`config.mk`:
```
export PLATFORM = sky130hd
export DESIGN_NAME = noc_echo_endpoint
export DESIGN_NICKNAME = d
export VERILOG_FILES = /design/src/rtl/noc_echo_pkg.sv /design/src/rtl/noc_echo_buffer.sv /design/src/rtl/noc_echo_endpoint.sv
export SDC_FILE = /design/constraint.sdc
export NUM_CORES = 1
export LEC_CHECK = 0
export ABC_AREA = 1
export CAP_MARGIN = 20
export CORE_ASPECT_RATIO = 1.1
export CORE_MARGIN = 1.5
export CORE_UTILIZATION = 50
export CTS_CLUSTER_SIZE = 20
export DETAILED_ROUTE_END_ITERATION = 10
export PLACE_DENSITY_LB_ADDON = 0.05
export SETUP_SLACK_MARGIN = 0.2
export SLEW_MARGIN = 25
export SYNTH_ARGS = -nofsm -noshare
export SYNTH_HDL_FRONTEND = slang
export SYNTH_SLANG_ARGS = --single-unit
```
`constraint.sdc`:
```
create_clock -name clk -period 11.2 [get_ports clk]
set_clock_uncertainty 0.2 [all_clocks]
set_input_delay 2.24 -clock clk [delete_from_list [all_inputs] [get_ports clk]]
set_output_delay 2.24 -clock clk [all_outputs]
set_load 0.05 [all_outputs]
```
`src/rtl/noc_echo_pkg.sv`:
```
// Shared definitions for the NoC echo endpoint and bench models: FSM states,
// header field layout within the top 13 bits of flit 0, and the src/dest swap.
package noc_echo_pkg;

    typedef enum logic [1:0] {
        RECV  = 2'd0,
        DRAIN = 2'd1,
        SEND  = 2'd2
    } state_t;

    // Bit positions are relative to the 13-bit header slice flit[FW-1:FW-13].
    localparam int HDR_W    = 13;
    localparam int DEST_MSB = 12;
    localparam int DEST_W   = 5;
    localparam int CLASS_W  = 3;
    localparam int SRC_MSB  = 4;
    localparam int SRC_W    = 5;

    function automatic logic [HDR_W-1:0] swap_hdr(input logic [HDR_W-1:0] hdr);
        logic [HDR_W-1:0] res;
        res = hdr;
        res[DEST_MSB -: DEST_W] = hdr[SRC_MSB -: SRC_W];
        res[SRC_MSB -: SRC_W]   = hdr[DEST_MSB -: DEST_W];
        return res;
    endfunction

endpackage

```
`src/rtl/noc_echo_buffer.sv`:
```
// Packet storage for the echo endpoint: register array with one write port
// and one asynchronous read port.
module noc_echo_buffer #(
    parameter int FLIT_WIDTH = 32,
    parameter int DEPTH      = 8,
    parameter int AW         = 3
) (
    input  logic                  clk,
    input  logic                  wr_en,
    input  logic [AW-1:0]         wr_addr,
    input  logic [FLIT_WIDTH-1:0] wr_data,
    input  logic [AW-1:0]         rd_addr,
    output logic [FLIT_WIDTH-1:0] rd_data
);

    logic [FLIT_WIDTH-1:0] mem_q [DEPTH];

    always_ff @(posedge clk) begin
        if (wr_en) begin
            mem_q[wr_addr] <= wr_data;
        end
    end

    assign rd_data = mem_q[rd_addr];

endmodule

```
`src/rtl/noc_echo_endpoint.sv`:
```
// NoC loopback endpoint: buffers a packet from the tile, swaps src/dest in
// the header and returns it; misaddressed or oversized packets are dropped.
module noc_echo_endpoint
    import noc_echo_pkg::*;
#(
    parameter int FLIT_WIDTH  = 32,
    parameter int MAX_PKT_LEN = 8,
    parameter int TILE_ID     = 1
) (
    input  logic                  clk,
    input  logic                  rst,
    input  logic [FLIT_WIDTH-1:0] in_flit,
    input  logic                  in_last,
    input  logic                  in_valid,
    output logic                  in_ready,
    output logic [FLIT_WIDTH-1:0] out_flit,
    output logic                  out_last,
    output logic                  out_valid,
    input  logic                  out_ready,
    output logic [15:0]           pkt_count,
    output logic [15:0]           drop_count
);

    localparam int AW = (MAX_PKT_LEN > 1) ? $clog2(MAX_PKT_LEN) : 1;
    localparam int PW = $clog2(MAX_PKT_LEN) + 1;
    localparam logic [PW-1:0]     LAST_SLOT = PW'(MAX_PKT_LEN - 1);
    localparam logic [PW-1:0]     PTR_ONE   = PW'(1);
    localparam logic [DEST_W-1:0] TILE_ADDR = DEST_W'(TILE_ID);

    state_t              state_q, state_d;
    logic [PW-1:0]       wr_ptr_q, wr_ptr_d;
    logic [PW-1:0]       rd_ptr_q, rd_ptr_d;
    logic [PW-1:0]       len_q, len_d;
    logic [DEST_W-1:0]   hdr_dest_q, hdr_dest_d;
    logic [15:0]         pkt_count_q, pkt_count_d;
    logic [15:0]         drop_count_q, drop_count_d;

    logic                  in_fire;
    logic                  out_fire;
    logic                  wr_en;
    logic [DEST_W-1:0]     pkt_dest;
    logic [FLIT_WIDTH-1:0] rd_data;

    assign in_ready   = (state_q != SEND);
    assign out_valid  = (state_q == SEND);
    assign in_fire    = in_valid && in_ready;
    assign out_fire   = out_valid && out_ready;
    assign wr_en      = in_fire && (state_q == RECV);
    assign pkt_count  = pkt_count_q;
    assign drop_count = drop_count_q;

    // A single-flit packet carries its header on the last flit, so it is
    // taken straight from the input rather than from the captured copy.
    assign pkt_dest = (wr_ptr_q == '0) ? in_flit[FLIT_WIDTH-1 -: DEST_W] : hdr_dest_q;

    noc_echo_buffer #(
        .FLIT_WIDTH (FLIT_WIDTH),
        .DEPTH      (MAX_PKT_LEN),
        .AW         (AW)
    ) u_buffer (
        .clk     (clk),
        .wr_en   (wr_en),
        .wr_addr (wr_ptr_q[AW-1:0]),
        .wr_data (in_flit),
        .rd_addr (rd_ptr_q[AW-1:0]),
        .rd_data (rd_data)
    );

    always_comb begin
        out_flit = '0;
        out_last = 1'b0;
        if (state_q == SEND) begin
            out_flit = rd_data;
            if (rd_ptr_q == '0) begin
                out_flit[FLIT_WIDTH-1 -: HDR_W] = swap_hdr(rd_data[FLIT_WIDTH-1 -: HDR_W]);
            end
            out_last = (rd_ptr_q == (len_q - PTR_ONE));
        end
    end

    always_comb begin
        state_d      = state_q;
        wr_ptr_d     = wr_ptr_q;
        rd_ptr_d     = rd_ptr_q;
        len_d        = len_q;
        hdr_dest_d   = hdr_dest_q;
        pkt_count_d  = pkt_count_q;
        drop_count_d = drop_count_q;
        case (state_q)
            RECV: begin
                if (in_fire) begin
                    if (wr_ptr_q == '0) begin
                        hdr_dest_d = in_flit[FLIT_WIDTH-1 -: DEST_W];
                    end
                    if (in_last) begin
                        if (pkt_dest == TILE_ADDR) begin
                            state_d  = SEND;
                            len_d    = wr_ptr_q + PTR_ONE;
                            wr_ptr_d = wr_ptr_q + PTR_ONE;
                        end else begin
                            drop_count_d = drop_count_q + 16'd1;
                            wr_ptr_d     = '0;
                        end
                    end else if (wr_ptr_q == LAST_SLOT) begin
                        state_d = DRAIN;
                    end else begin
                        wr_ptr_d = wr_ptr_q + PTR_ONE;
                    end
                end
            end
            DRAIN: begin
                if (in_fire && in_last) begin
                    drop_count_d = drop_count_q + 16'd1;
                    wr_ptr_d     = '0;
                    state_d      = RECV;
                end
            end
            SEND: begin
                if (out_fire) begin
                    if (out_last) begin
                        pkt_count_d = pkt_count_q + 16'd1;
                        rd_ptr_d    = '0;
                        wr_ptr_d    = '0;
                        state_d     = RECV;
                    end else begin
                        rd_ptr_d = rd_ptr_q + PTR_ONE;
                    end
                end
            end
            default: begin
                state_d = RECV;
            end
        endcase
    end

    always_ff @(posedge clk) begin
        if (rst) begin
            state_q      <= RECV;
            wr_ptr_q     <= '0;
            rd_ptr_q     <= '0;
            len_q        <= '0;
            hdr_dest_q   <= '0;
            pkt_count_q  <= '0;
            drop_count_q <= '0;
        end else begin
            state_q      <= state_d;
            wr_ptr_q     <= wr_ptr_d;
            rd_ptr_q     <= rd_ptr_d;
            len_q        <= len_d;
            hdr_dest_q   <= hdr_dest_d;
            pkt_count_q  <= pkt_count_d;
            drop_count_q <= drop_count_d;
        end
    end

endmodule

```
==> results of run 1 <==
## worst register-to-register path, stage by stage (launching register included)
cell     delay, ps
dfxtp_1        380
inv_1           80
ha_1           390
inv_1          170
nand2_1        100
nor2_1         530
nand2_1        400
nor3_2         200
buf_4          510
## where the power goes
| group | switching (W) | internal, W |
|---|---|---|
| logic | 0.000482 | 0.000196 |
| clock network | 0.000409 | 0.000616 |
| registers | 0.0000455 | 0.00137 |
| total | 0.000937 | 0.00218 |
## synthesized netlist by cell type (7+ instances only)
library cell and number:
a31oi_1 35, ha_1 11, a21oi_2 7, o22ai_1 43, nand3_1 30, xor2_1 13, dfxtp_1 54, o21ai_0 174
nand2_2 9, nor2_1 231, nor3_1 17, edfxtp_1 256, buf_2 9, nand2_1 138, inv_1 68, clkbuf_1 50
a21oi_1 21
## metal layers
metal / wire [um] / vias to the layer above
met4: 482 / 0
li1: - / 4423
met5: 0 / -
met1: 12800 / 4324
met3: 1400 / 40
met2: 14100 / 207
## layout make-up
cell class / instances / area (um2)
flip-flops and latches: 310 / 8770
well taps: 346 / 433
clock inverters: 18 / 203
fillers: 2166 / 10100
clock buffers: 37 / 798
inverters: 74 / 279
multi-input cells: 764 / 3780
repair buffers: 118 / 1140
## state kept, by name, indices dropped and copies added (netlist names), named ones only
name / flops
drop_count: 16
hdr_dest_q: 5
pkt_count: 16
u_buffer.mem_q: 256
state_q: 2
len_q: 4
rd_ptr_q: 4
wr_ptr_q: 4
## logic make-up after synthesis
family / Yosys count
and+or+nand+nor: 438
DFF: 310
AOI/OAI and AO/OA: 296
buffers and inverters: 138
xor gates and xnor gates: 19
adders and majority gates: 11
## stage by stage
stage | area [um2] | cells
after detailed placement | 14400 | 1612
after CTS | 15400 | 1667
after floorplan | 13100 | 1212
final | 15400 | 1667
after global placement | 14400 | 1612
after global routing | 15400 | 1667
## path summary, 6_finish.rpt
kind	endpoint	cells past startpoint	from	slack, ps
max	out_flit[31]	9	register	4610
min	len_q[3]$_SDFFE_PP0P_	2	len_q[3]$_SDFFE_PP0P_	280
max reg2reg	u_buffer.mem_q[6][13]$_DFFE_PP_	8	state_q[0]$_SDFFE_PP0P_	7880
min reg2reg	len_q[3]$_SDFFE_PP0P_	2	len_q[3]$_SDFFE_PP0P_	280
==> impl_metrics.env, run 1 <==
export IMPL_die_y_um=172
export IMPL_path_buf_inv=3
export IMPL_avgSynthCellArea_um2=10.8
export IMPL_place_gp_congestion=0.797
export IMPL_finalCritPeriodShare=0.588
export IMPL_synth_mux_area_frac=0
export IMPL_synth_xor_area_share=0.0127
export IMPL_drc=0
export IMPL_start_util=0.512
export IMPL_setup_worst_path_start_class="register"
export IMPL_die_x_um=157
export IMPL_yosysWarnings=0
export IMPL_slew_limit_headroom=0.375
export IMPL_grt_pass1_wl_um=45600
export IMPL_drtIter0Drc=695
export IMPL_cp_arrival_ps=4150
export IMPL_hold_slack_ps=282
export IMPL_grt_max_degree=77
export IMPL_path_cells="clkinv_2 -> buf_4 -> o21ai_0 -> o22ai_1 -> nand2_1 -> nand2_1 -> o21ai_0 -> a31oi_1 -> clkdlybuf4s50_1"
export IMPL_cts_root_buf="clkbuf_16"
export IMPL_cts_clk_slew_worst_paths_ps=60
export IMPL_synthDistinctLibCells=35
export IMPL_rows=61
export IMPL_routed_wl_um=28800
export IMPL_gr_total_overflow=0
export IMPL_p_per_area_nw_per_um2=203
export IMPL_vias_per_cell=5.40
export IMPL_cts_setup_buffers=0
export IMPL_cts_buffer_depth=3
export IMPL_synth_seq_cells=310
export IMPL_grtUsageMet1=0.292
export IMPL_path_max_fanout=68
export IMPL_power_w=0.00312
export IMPL_path_class="reg -> out"
export IMPL_grt_pass1_vias=8615
export IMPL_via_count=8994
export IMPL_finalHoldViolCount=0
export IMPL_worst_slew_pin_slew_ps=931
export IMPL_syn_num_nets=1260
export IMPL_max_cap_viol_count=0
export IMPL_synthCells=1212
export IMPL_cts_sinks=310
export IMPL_yosys_top_cells_area="edfxtp_1 59%, dfxtp_1 8.3%, o21ai_0 6.7%, nor2_1 6.6%, nand2_1 4.0%"
export IMPL_critPathCaptureType="output port"
export IMPL_gr_usage_all_layers=0.217
export IMPL_syn_to_final_growth_pct=18.0
export IMPL_fin_crit_ps=6590
export IMPL_synth_seq_area_share=0.672
export IMPL_rsz0062_at_grt="false"
export IMPL_hold_class="reg -> reg"
export IMPL_synth_edff_count=256
export IMPL_core_area_um2=25500
export IMPL_leakagePower_nw=5.28
export IMPL_layout_drive_gt1_share=0.0681
export IMPL_synthAdderAreaFrac=0.0105
export IMPL_synth_compound_area_frac=0.125
export IMPL_portBuffers=103
export IMPL_nets=1346
export IMPL_critPathTopFamily="buffers and inverters"
export IMPL_final_cell_mix="256 x edfxtp_1, 227 x nor2_1, 174 x o21ai_0"
export IMPL_synth_area_leader_cell="edfxtp_1"
export IMPL_use_met2=0.371
export IMPL_status="complete, no violations"
export IMPL_synthSimpleGateAreaFrac=0.137
export IMPL_htree_levels=1
export IMPL_ant_nets=0
export IMPL_async_flop_share=0
export IMPL_cts_resized=0
export IMPL_drt_pass1_iter_count=4
export IMPL_setup_tns_ps=0
export IMPL_drt_wirelength_per_cell_um=17.3
export IMPL_dp_hpwl_um=15600
export IMPL_met3_usage=0.0283
export IMPL_die_area_um2=27100
export IMPL_ios=104
export IMPL_synth_area_um2=13100
export IMPL_num_antenna_cells=0
export IMPL_tritoncts="done"
export IMPL_dp_slack_ps=5150
export IMPL_numCtsBuffers=30
export IMPL_drv_slew=0
export IMPL_cp_required_ps=8760
export IMPL_fin_util=0.604
export IMPL_busiest_layer="met2"
export IMPL_clkLatencyLatePin_ps=540
export IMPL_final_common_cell="edfxtp_1"
export IMPL_ir_worst_vdd_v=0.000101
export IMPL_timing_final_ws_setup_ps=4610
export IMPL_antenna_found_initial=0
export IMPL_cts_hold_buf=0
export IMPL_cpPeakStageDelay_ps=770
export IMPL_synth_ff_type="edfxtp_1"
export IMPL_synth_top_family_by_area="simple AND/OR/NAND/NOR gates"
export IMPL_crit_path_top_delay_cell="clkinv_2"
export IMPL_synthDominantCellAreaShare=0.589
export IMPL_setup_violations=0
export IMPL_max_freq_mhz=152
Note: power is estimated with default switching activity, not from simulation.
==> inputs of run 2 (changes only) <==
- clock period: 11.2 -> 6 ns (I/O delays scaled with it)
==> run 2 against run 1 <==
  * Register-to-register slack got worse by 5600 ps
  * Non-clock buffer count increased by 3
  * Flip-flop and latch count unchanged
==> impl_metrics.env, run 2 (same netlist as run 1, synthesis figures left out) <==
export IMPL_cts_sinks=310
export IMPL_die_x_um=157
export IMPL_cp_arrival_ps=3680
export IMPL_routed_wl_um=28600
export IMPL_grt_pass1_wl_um=45400
export IMPL_setup_violations=0
export IMPL_path_class="reg -> out"
export IMPL_ant_nets=0
export IMPL_setup_tns_ps=0
export IMPL_p_per_area_nw_per_um2=373
export IMPL_clkLatencyLatePin_ps=550
export IMPL_setup_worst_path_start_class="register"
export IMPL_drt_pass1_iter_count=4
export IMPL_drv_slew=0
export IMPL_core_area_um2=25500
export IMPL_dp_hpwl_um=16200
export IMPL_tritoncts="done"
export IMPL_layout_drive_gt1_share=0.0777
export IMPL_num_antenna_cells=0
export IMPL_cts_resized=0
export IMPL_cts_root_buf="clkbuf_16"
export IMPL_min_to="len_q[3]$_SDFFE_PP0P_"
export IMPL_power_w=0.00575
export IMPL_final_cell_area_um2=15400
export IMPL_finalCritPeriodShare=0.847
export IMPL_gr_total_overflow=0
export IMPL_hp_start="len_q[3]$_SDFFE_PP0P_"
export IMPL_fin_crit_ps=5080
export IMPL_drt_wirelength_per_cell_um=17.1
export IMPL_dp_cells=1615
export IMPL_r2r_start="state_q[0]$_SDFFE_PP0P_"
export IMPL_p_switching_w=0.00175
export IMPL_max_cap_viol_count=0
export IMPL_rows=61
export IMPL_rsz0062_at_grt="false"
export IMPL_vias_per_cell=5.41
export IMPL_grt_max_degree=102
export IMPL_sw_frac_of_total=0.304
export IMPL_cts_setup_buffers=0
export IMPL_antenna_found_initial=0
export IMPL_portBuffers=103
export IMPL_critPathCaptureType="output port"
export IMPL_die_area_um2=27100
export IMPL_drc=0
export IMPL_gr_usage_all_layers=0.215
export IMPL_numCtsBuffers=31
export IMPL_pwr_share_seq=0.459
export IMPL_max_freq_mhz=197
export IMPL_cts_hold_buf=0
export IMPL_nFillCells=2138
export IMPL_leakagePower_nw=5.29
export IMPL_clkPwrFrac=0.319
export IMPL_rrSetupSlack_ps=2270
export IMPL_cp_required_ps=4600
export IMPL_syn_to_final_growth_pct=18.1
export IMPL_fin_util=0.605
export IMPL_place_gp_congestion=0.833
export IMPL_dpl_cell_area_um2=14400
export IMPL_cts_buffer_depth=3
export IMPL_worst_slew_pin_slew_ps=1030
export IMPL_grt_pass1_vias=8467
export IMPL_largest_reg_flops=256
export IMPL_multi_input_comb_area_um2=3780
export IMPL_final_common_cell="edfxtp_1"
export IMPL_htree_levels=1
export IMPL_nets=1350
export IMPL_path_max_fanout=101
export IMPL_cts_clk_slew_worst_paths_ps=60
export IMPL_power_frac_comb=0.222
export IMPL_fin_cells=1672
export IMPL_die_y_um=172
export IMPL_status="complete, no violations"
export IMPL_via_count=9049
export IMPL_drtIter0Drc=576
export IMPL_hold_class="reg -> reg"
export IMPL_internal_power_w=0.00401
export IMPL_finalHoldViolCount=0
export IMPL_ios=104
export IMPL_whs_path_depth=2
export IMPL_start_util=0.512
export IMPL_timing_rr_end="u_buffer.mem_q[2][14]$_DFFE_PP_"
export IMPL_top_register="u_buffer.mem_q"
export IMPL_final_cell_mix="256 x edfxtp_1, 227 x nor2_1, 174 x o21ai_0"
export IMPL_slew_limit_headroom=0.315
export IMPL_regArea_um2=8770
export IMPL_worstRegToRegCells=8
export IMPL_ir_worst_vdd_v=0.000289
[run 2: changes by cell type in the layout (fill, tap and decap cells not counted), sizes merged]
cell | before | now
bufinv | 5 | 2
clkinvlp | 0 | 2
buf | 15 | 18
clkinv | 17 | 15
clkbuf | 37 | 42
[run 2: worst max-delay path by stage]
stage	from	end	slack, ps	cells past startpoint
4_1_cts	register	out_flit[19]	850	8
6_report	register	out_flit[23]	920	8
2_1_floorplan	state_q[0]$_SDFFE_PP0P_	u_buffer.mem_q[6][0]$_DFFE_PP_	1010	9
3_3_place_gp	register	out_flit[31]	1490	8
3_5_place_dp	register	out_flit[19]	1440	8
5_1_grt	register	out_flit[23]	650	8
[run 2: layout make-up]
type                            count  area share
Clock buffer                       42      0.0549
Multi-Input combinational cell    764       0.245
Timing Repair Buffer              121      0.0764
Tap cell                          346      0.0281
Clock inverter                     15     0.00868
Inverter                           74      0.0181
Sequential cell                   310       0.569
[run 2: power by group through the flow]
stage / registers [W] / clock network (W) / logic (W)
2_1_floorplan: 0.00267 / 0 / 0.000893
3_3_place_gp: 0.00268 / 0 / 0.00128
3_5_place_dp: 0.00268 / 0 / 0.00129
4_1_cts: 0.00264 / 0.00188 / 0.00130
5_1_grt: 0.00266 / 0.00196 / 0.00142
6_report: 0.00264 / 0.00184 / 0.00128
[run 2: worst max-delay path, cell delays in order (launching register included)]
cell,delay [ps]
dfxtp_4,540
buf_4,850
o21ai_0,220
o22ai_1,190
nand2_1,70
nand2_1,160
o21ai_0,90
a31oi_1,170
clkdlybuf4s50_1,830
[run 2: layer usage]
metal  up-vias  global-route usage  wire length (um)
li1       4427                   -                 -
met1      4382               0.295             13000
met2       207               0.368             14000
met3        33              0.0261              1300
met4         0              0.0537               411
met5         -                   0                 0
[run 2: per-stage QoR]
stage / hold slack [ps] / setup WS, ps
2_1_floorplan: 245 / 1010
5_1_grt: 305 / 653
3_3_place_gp: 268 / 1490
4_1_cts: 287 / 853
3_5_place_dp: 279 / 1440
6_report: 279 / 916
